## src/rtl/fifo_read_ctrl.sv

```systemverilog
// ---------------------------------------------------------------------------
// fifo_read_ctrl
//
// Read-side controller for a synchronous FIFO. It drains a requested number
// of words from the FIFO and presents them on a valid/ready stream. The
// FIFO's one-cycle read latency is absorbed by a 3-entry output buffer. Each
// read is issued only when the buffer has room for it, counting the word
// still in flight from the previous cycle, so the buffer cannot overflow and
// one word per cycle is sustained while m_ready stays high.
//
// Parameters
//   DATA_WIDTH      width of FIFO read data and stream data
//   LEN_WIDTH       width of transfer length and remaining-word counters
//
// Ports
//   clk             clock, all logic on the rising edge
//   rst             synchronous active-high reset
//   start           one-cycle transfer request, honoured only while idle
//   len             transfer length in words, sampled together with start
//   busy            high while a transfer is in progress
//   done            one-cycle pulse when a transfer completes
//   words_left      words of the current transfer not yet accepted downstream
//   fifo_rd_en      FIFO read strobe (combinational)
//   fifo_empty      FIFO empty flag
//   fifo_underflow  FIFO underflow indication
//   fifo_dout       FIFO read data, valid the cycle after an accepted read
//   m_valid         stream data valid
//   m_ready         downstream ready
//   m_data          stream data, taken from the registered buffer head
//   err_underflow   sticky flag: the FIFO reported an underflow
// ---------------------------------------------------------------------------
module fifo_read_ctrl #(
    parameter int DATA_WIDTH = 16,
    parameter int LEN_WIDTH  = 8
) (
    input  logic                  clk,
    input  logic                  rst,
    input  logic                  start,
    input  logic [LEN_WIDTH-1:0]  len,
    output logic                  busy,
    output logic                  done,
    output logic [LEN_WIDTH-1:0]  words_left,
    output logic                  fifo_rd_en,
    input  logic                  fifo_empty,
    input  logic                  fifo_underflow,
    input  logic [DATA_WIDTH-1:0] fifo_dout,
    output logic                  m_valid,
    input  logic                  m_ready,
    output logic [DATA_WIDTH-1:0] m_data,
    output logic                  err_underflow
);

    typedef enum logic [1:0] {
        IDLE  = 2'd0,
        READ  = 2'd1,
        DRAIN = 2'd2
    } state_t;

    localparam logic [LEN_WIDTH-1:0] LEN_ZERO = '0;
    localparam logic [LEN_WIDTH-1:0] LEN_ONE  = {{(LEN_WIDTH-1){1'b0}}, 1'b1};
    localparam logic [1:0]           BUF_DEPTH = 2'd3;

    state_t                state;
    logic [LEN_WIDTH-1:0]  issue_left;
    logic [1:0]            occ;
    logic                  inflight;
    logic [DATA_WIDTH-1:0] obuf     [3];
    logic [DATA_WIDTH-1:0] obuf_nxt [3];
    logic [1:0]            occ_nxt;
    logic [1:0]            push_idx;
    logic [2:0]            credit_used;
    logic                  push;
    logic                  pop;

    // Buffer head is always entry 0, so the stream output comes straight
    // from a register and stays stable while the consumer stalls.
    assign busy    = (state != IDLE);
    assign m_valid = (occ != 2'd0);
    assign m_data  = obuf[0];

    assign push = inflight;
    assign pop  = m_valid && m_ready;

    // A read is allowed only if the word it returns is guaranteed a slot:
    // entries already held plus the word arriving this cycle must leave room.
    assign credit_used = {1'b0, occ} + {2'b00, inflight};
    assign fifo_rd_en  = (state == READ) && !fifo_empty &&
                         (issue_left != LEN_ZERO) && (credit_used < 3'd3);

    // Next buffer contents. A pop shifts everything one place toward the
    // head; an arriving word lands just behind the last valid entry, which
    // moves down by one when a pop happens in the same cycle.
    always_comb begin
        obuf_nxt = obuf;
        push_idx = occ;
        if (pop) begin
            obuf_nxt[0] = obuf[1];
            obuf_nxt[1] = obuf[2];
            push_idx    = occ - 2'd1;
        end
        if (push && (push_idx < BUF_DEPTH)) begin
            obuf_nxt[push_idx] = fifo_dout;
        end
    end

    always_comb begin
        occ_nxt = occ;
        case ({push, pop})
            2'b10:   occ_nxt = occ + 2'd1;
            2'b01:   occ_nxt = occ - 2'd1;
            default: occ_nxt = occ;
        endcase
    end

    // Control state, counters and buffer storage. Counter decrements are
    // written before the state case so that a load on start takes priority.
    // The transfer finishes on the edge of the final handshake, which makes
    // done and the return to IDLE visible in the very next cycle.
    always_ff @(posedge clk) begin
        if (rst) begin
            state         <= IDLE;
            issue_left    <= LEN_ZERO;
            words_left    <= LEN_ZERO;
            occ           <= 2'd0;
            inflight      <= 1'b0;
            done          <= 1'b0;
            err_underflow <= 1'b0;
            obuf          <= '{default: '0};
        end else begin
            done     <= 1'b0;
            inflight <= fifo_rd_en;
            occ      <= occ_nxt;
            obuf     <= obuf_nxt;

            if (fifo_underflow) begin
                err_underflow <= 1'b1;
            end

            if (fifo_rd_en) begin
                issue_left <= issue_left - LEN_ONE;
            end

            if (pop && (words_left != LEN_ZERO)) begin
                words_left <= words_left - LEN_ONE;
            end

            case (state)
                IDLE: begin
                    if (start) begin
                        issue_left <= len;
                        words_left <= len;
                        if (len != LEN_ZERO) begin
                            state <= READ;
                        end else begin
                            done <= 1'b1;
                        end
                    end
                end

                READ: begin
                    if (issue_left == LEN_ZERO) begin
                        state <= DRAIN;
                    end
                end

                DRAIN: begin
                    if ((words_left == LEN_ZERO) ||
                        (pop && (words_left == LEN_ONE))) begin
                        state <= IDLE;
                        done  <= 1'b1;
                    end
                end

                default: begin
                    state <= IDLE;
                end
            endcase
        end
    end

endmodule

```

## config.mk

```make
export PLATFORM = sky130hd
export DESIGN_NAME = fifo_read_ctrl
export DESIGN_NICKNAME = d
export VERILOG_FILES = /design/src/rtl/fifo_read_ctrl.sv
export SDC_FILE = /design/constraint.sdc
export NUM_CORES = 1
export LEC_CHECK = 0
export BUFFER_PORTS_ARGS = -buffer_cell sky130_fd_sc_hd__buf_2
export CAP_MARGIN = 10
export CORE_UTILIZATION = 47
export CTS_CLUSTER_DIAMETER = 150
export DETAILED_ROUTE_END_ITERATION = 6
export PLACE_DENSITY = 0.67
export SETUP_SLACK_MARGIN = 0.4
export SLEW_MARGIN = 20
export SYNTH_ARGS = -nofsm -noshare
export SYNTH_HDL_FRONTEND = slang
export SYNTH_SLANG_ARGS = --single-unit
```

## constraint.sdc

```tcl
create_clock -name clk -period 2.6 [get_ports clk]
set_input_delay 0.13 -clock clk [delete_from_list [all_inputs] [get_ports clk]]
set_output_delay 0.13 -clock clk [all_outputs]
set_load 0.005 [all_outputs]
```

==> results by group, run 1 <==
Status
  • Status: finished, final reports clean

Floorplan
  • Die Ht: 90.9 µm
  • Starting Density: 0.483
  • Die area: 8260 µm²
  • Die Width: 90.9 µm
  • Rows: 32
  • Ports: 59
  • Placeable Area: 7690 µm²

Setup path
  • CP Class: reg2reg
  • Sum of buffers and inverters on the critical path: 1
  • Max FO, Critical Path: 6
  • Instance count on the critical path: 6
  • Arrival time at the worst endpoint: 2330 ps
  • Delay of the slowest critical-path stage: 550 ps
  • Critical path endpoint category: register
  • Top Family by Delay on Critical Path: simple AND/OR/NAND/NOR gates
  • Startpoint types: register
  • Cells along the critical path: inv_1 -> ha_1 -> or4b_4 -> or4_1 -> a22oi_1 -> a21oi_1
  • Reg2Reg Depth: 6
  • Worst Path Required: 2830 ps
  • Crit-path slowest cell: or4b_4

Global routing
  • First-pass GRT wire length: 13500 µm
  • Initial antenna violation count: 0
  • Total grt overflow: 0
  • GRT Util Overall: 0.205
  • Largest net degree at the start of global routing: 36
  • Vias in the first global route: 2914

Cells and area
  • Design area: 4200 µm²
  • Antenna cells: 0
  • Util after Layout: 0.546
  • Share of layout cells above drive strength 1: 0.207
  • Fin nets: 511
  • Area delta synth->final: 13.0%
  • Layout Cells excl Fill: 580

Clocking
  • Clk buf depth: 2
  • CTS Root Cell: clkbuf_8
  • CTS sink count: 71
  • CTS tree: yes
  • H-tree depth: 3
  • Total CTS buffers: 9
  • Clock latency at the later pin of the worst-skew pair: 350 ps
  • Clock-pin slew on the worst setup and hold paths: 80 ps
  • Setup bufs post-CTS: 0

Timing
  • Setup TNS: 0 ps
  • Worst slew margin: 0.603
  • Slew Viols, Final: 0
  • RSZ-0062 raised after global routing: true
  • Max Fclk: 475 MHz
  • Fin crit share: 0.810
  • Final Setup Violations: 0
  • Final Hold Vio Count: 0
  • Period minus WS final: 2110 ps
  • Clk_skew: 6.93 ps
  • Worst slew pin tran: 592 ps

Pwr
  • Sequential share of power: 0.415
  • Switching power total: 1.08 mW
  • Pint: 1.93 mW
  • Leak: 1.68 nW
  • Clock share of power: 0.290
  • Maximum vdd drop: 0.316 mV
  • Sw Ratio: 0.357
  • PD cells: 717 nW/µm²
  • Comb pwr share: 0.294

Synthesis
  • FFs w/ async S/R, synth: 0
  • Yosys warns: 0
  • Synth Cell Area: 3710 µm²
  • Number of synthesized flops with an enable pin: 0
  • Syn_nets: 475
  • Synth Register Bits: 71
  • Top_reg_cell synth: dfxtp_1
  • Synth cell types: 50
  • Syn Area/Cell: 8.49 µm²
  • Cells after Synth: 437
  • Seq/Total Area, Yosys: 0.383

Min path
  • Worst hold path class: in2reg
  • Worst Hold Depth: 3

Route
  • Drt pass-1 iters: 4
  • Antenna-violating nets left: 0
  • Post-Route WL: 8100 µm
  • Drt initial violations: 97
  • Wire length per cell: 14.0 µm
  • Residual DRC: 0
  • DR vias/cell: 5.44
  • Via Count: 3156

Placed design
  • PortBufs: 58
  • Placed Cells: 563
  • GPL Wtd Cong: 0.849
  • Dpl cell area: 3960 µm²
  • Post-DP HPWL: 5600 µm

Flow run
  • Maxcap violations: 0
-- cells in the mapped netlist, types with 4 or more instances --
cell,instances,share of area
o21bai_1,7,0.014
mux2i_1,32,0.086
buf_4,19,0.038
nor2_1,10,0.010
or4_1,4,0.0081
inv_1,10,0.010
dfxtp_1,71,0.38
a31oi_1,10,0.017
nand3_1,19,0.026
nand2_1,70,0.071
a21o_1,33,0.067
nor4_1,4,0.0067
a21oi_1,23,0.031
or3_1,7,0.012
clkbuf_1,21,0.021
ha_1,8,0.027
a211oi_1,4,0.0081
nand2b_1,18,0.030
o21ai_0,22,0.030
-- worst min-delay path, delay by kind of cell --
kind	cells	cell delay [ps]
buffers and inverters	1	100
and+or+nand+nor	1	60
AOI/OAI and AO/OA	1	50
-- worst paths after layout --
check / start / to / slack, ps
worst max-delay path: occ[0] / words_left[7] / 490
worst min register to register: register / register / 480
worst min-delay path: fifo_dout[11] / register / 40
worst max register to register: occ[0] / words_left[7] / 490
-- cells by family after synthesis --
kind of cell	share of synthesized area
AND/OR/NAND/NOR	0.202
AO/OA/AOI/OAI	0.210
flip-flops	0.383
buffers and inverters	0.0782
multiplexers	0.0863
adder cells (fa/ha/maj)	0.0270
XOR/XNOR	0.0142
-- power by group through the flow --
stage	registers (mW)	logic (mW)	clock network, mW
global placement	1.26	0.841	0
detailed placement	1.27	0.851	0
CTS	1.24	0.857	0.907
finish	1.25	0.886	0.874
floorplan	1.25	0.638	0
global route	1.26	0.991	0.949
-- metal layers --
metal,wire (µm),track usage
met5,0,0
met3,282,0.0354
met1,3700,0.248
met2,3970,0.349
met4,151,0.101
-- cells in the final DEF, fill, tap and decap left out, drive strengths merged, types with 2 or more instances in the layout --
cell / synthesis / routed
dfxtp: 71 / 71
nand2: 70 / 70
buf: 23 / 68
a21o: 33 / 33
mux2i: 32 / 32
o21ai: 24 / 24
a21oi: 23 / 23
nand3: 19 / 19
nand2b: 18 / 18
inv: 12 / 12
nor2: 10 / 10
a31oi: 10 / 10
clkbuf: 21 / 9
ha: 8 / 8
or3: 7 / 7
o21bai: 7 / 7
or4: 5 / 5
clkinv: 0 / 5
nor4: 4 / 4
a211oi: 4 / 4
and3: 3 / 3
o31ai: 3 / 3
xnor2: 3 / 3
xor2: 3 / 3
nor3: 3 / 3
o21a: 2 / 2
o211ai: 2 / 2
or4b: 2 / 2
-- cell type report --
type | count | area (µm²)
fillers | 748 | 3490
multi-input cells | 310 | 2020
flip-flops and latches | 71 | 1420
repair buffers | 69 | 383
well taps | 102 | 128
clock buffers | 9 | 124
clock inverters | 7 | 73.8
inverters | 12 | 47.5
-- what timing repair did --
item | 4_1_cts | 5_1_grt
gates resized for setup | 1 | 7
setup endpoints to repair | 1 | 21
hold buffers | 1 | 0
hold endpoints to repair | 1 | 0
-- per-stage QoR --
stage | hold slack, ps | power [mW] | setup WS, ps
4_1_cts | 21.8 | 3.01 | 430
2_1_floorplan | 246 | 1.89 | 536
6_report | 40.6 | 3.01 | 495
5_1_grt | 33.4 | 3.20 | 366
3_3_place_gp | 338 | 2.11 | 466
3_5_place_dp | 342 | 2.12 | 389
Note: power is estimated with default switching activity, not from simulation.
==> run 2, diff against run 1 <==
ABC_AREA = 1   (was default)
clock period = 2.2 ns   (was 2.6 ns; I/O delays follow)
==> run 2 against run 1 <==
Net effect: clock skew grew 1.4 ps; worst setup slack lost 76 ps; core utilization grew 2.9 points; non-clock buffer count grew 12; via count grew 21%; die area grew 7.5%; final area grew 13%; final cell count grew 39%; power grew 44%; critical path depth shrank 1; flip-flop and latch count is the same; synthesized cell count grew 46%; critical path type is now reg2out; largest power group is now combinational logic.
==> results by group, run 2 <==
Route
  • Post-Route WL: 9480 µm
  • Drt initial violations: 135
  • Wire length per cell: 11.8 µm
  • Antenna-violating nets left: 0
  • Residual DRC: 0
  • Via Count: 3810
  • Drt pass-1 iters: 4
  • DR vias/cell: 4.74

Global routing
  • Largest net degree at the start of global routing: 49
  • Initial antenna violation count: 0
  • First-pass GRT wire length: 16100 µm
  • Vias in the first global route: 3571
  • GRT Util Overall: 0.232
  • Total grt overflow: 0

Synthesis
  • Synth Cell Area: 4000 µm²
  • Top cell type by total area after synthesis: dfxtp_1
  • Seq/Total Area, Yosys: 0.356
  • Synth top area cells: dfxtp_1, nand2_1, inv_1, nor2_1, o21ai_0
  • Synth cell count leaders: nand2_1, inv_1, dfxtp_1
  • Top_reg_cell synth: dfxtp_1
  • FFs w/ async S/R, synth: 0
  • Syn_nets: 677
  • Synth Register Bits: 71
  • Count leader, synth: nand2_1
  • Syn Area/Cell: 6.26 µm²
  • Post-synth top area share: 0.356
  • Cells after Synth: 639
  • Synth cell types: 31
  • Number of synthesized flops with an enable pin: 0
  • Yosys warns: 0

Setup path
  • Reg2Reg Depth: 9
  • Crit path launch: occ[0]
  • Arrival time at the worst endpoint: 1670 ps
  • Instance count on the critical path: 5
  • Top Family by Delay on Critical Path: adder cells
  • Sum of buffers and inverters on the critical path: 1
  • R2R setup slack: 500 ps
  • Startpoint types: register
  • Crit-path slowest cell: dfxtp_4
  • CP Class: reg2out
  • Critical path endpoint category: output port
  • Delay of the slowest critical-path stage: 370 ps
  • Worst Path Required: 2090 ps
  • Cells along the critical path: ha_4 -> ha_4 -> a21o_1 -> nor3_4 -> buf_2
  • R2R Path Start: occ[1]
  • Most used cell, CP: ha_4
  • Setup crit end: fifo_rd_en
  • Max FO, Critical Path: 4

Floorplan
  • Placeable Area: 8220 µm²
  • Die area: 8880 µm²
  • Ports: 59
  • Die Width: 94.2 µm
  • Starting Density: 0.487
  • Die Ht: 94.2 µm
  • Rows: 33

Cells and area
  • Fillers: 786
  • Antenna cells: 0
  • Design area: 4730 µm²
  • Fin nets: 732
  • Util after Layout: 0.575
  • Area delta synth->final: 18.2%
  • Commonest non-fill, non-tap cell in the layout: nand2_1
  • Share of layout cells above drive strength 1: 0.183
  • Most frequent cells in the layout: nand2_1, inv_1, nor2_1

Timing
  • Final Setup Violations: 0
  • Max Fclk: 561 MHz
  • Worst slew margin: 0.624
  • Fin crit share: 0.810
  • Worst slew pin tran: 563 ps
  • Period minus WS final: 1780 ps
  • Clk_skew: 8.32 ps
  • Setup TNS: 0 ps
  • Setup ws final: 419 ps
  • Final Hold Vio Count: 0
  • RSZ-0062 raised after global routing: true
  • Worst Hold Slack: 8.09 ps
  • Slew Viols, Final: 0

Clocking
  • CTS tree: yes
  • Clk buf depth: 2
  • H-tree depth: 3
  • Clock-pin slew on the worst setup and hold paths: 80 ps
  • CTS Root Cell: clkbuf_8
  • CTS sink count: 71
  • Clock latency at the later pin of the worst-skew pair: 350 ps
  • Total CTS buffers: 9

Pwr
  • Leak: 2.57 nW
  • Maximum vdd drop: 0.459 mV
  • PD cells: 917 nW/µm²

Placed design
  • PortBufs: 58
  • Dpl cell area: 4250 µm²
  • Pre-CTS WS: 188 ps
  • GPL Wtd Cong: 0.812
  • Post-DP HPWL: 6270 µm

Status
  • Status: finished, final reports clean

Min path
  • Worst hold path class: in2reg

Flow run
  • Maxcap violations: 0
-- run 2: timing repair --
item                       in CTS  in global routing
setup endpoints to repair      64                 65
hold buffers                    1                  0
gates resized for setup        15                 21
buffers inserted                7                  6
pin swaps                       6                  6
hold endpoints to repair        1                  0
-- run 2: worst min-delay path, delay by kind of cell --
kind / cells / cell delay [ps]
AOI/OAI and AO/OA: 1 / 60
buffers and inverters: 1 / 90
and+or+nand+nor: 1 / 70
-- run 2: where the power goes --
part | total, mW | internal, mW | leakage (nW) | switching, mW
clock | 1.22 | 0.698 | 0.112 | 0.517
sequential | 1.54 | 1.42 | 0.579 | 0.114
combinational | 1.58 | 0.632 | 1.88 | 0.949
-- run 2: worst min-delay path by stage --
| stage | slack, ps | from | to | cells past startpoint |
|---|---|---|---|---|
| 2_1_floorplan | 180 | rst | done | 1 |
| 6_report | 8 | fifo_dout[15] | register | 3 |
| 4_1_cts | 8 | fifo_dout[12] | m_data[12] | 3 |
| 3_3_place_gp | 310 | fifo_underflow | err_underflow | 3 |
| 5_1_grt | 10 | rst | inflight | 2 |
| 3_5_place_dp | 320 | fifo_underflow | err_underflow | 3 |
-- run 2: logic make-up (layout without fill, tap and decap cells) --
family                     after synthesis  after routing  synth area share
and+or+nand+nor                        321            321             0.324
buffers and inverters                  150            210             0.167
AOI/OAI and AO/OA                       82             82             0.111
DFF                                     71             71             0.356
adders and majority gates                8              8            0.0250
xor gates and xnor gates                 7              7            0.0172
-- run 2: layout make-up --
class,instances,area [µm²],area share
multi-input combinational,418,2010,0.426
sequential,71,1430,0.303
timing repair buffer,81,488,0.103
inverter,113,432,0.0913
clock buffer,11,151,0.0320
tap,105,131,0.0278
clock inverter,5,80.1,0.0169
-- run 2: per-layer routing --
metal	vias to the layer above	GRT usage	wire length, µm
li1	2010	-	-
met1	1692	0.283	4320
met2	87	0.402	4580
met3	21	0.0364	382
met4	0	0.0936	197
met5	-	0	0
-- run 2: through the flow --
step                      total power [mW]  instances
after floorplan                       2.54        639
after global placement                2.80        774
after detailed placement              2.84        774
after CTS                             4.18        798
after global routing                  4.63        804
final                                 4.33        804
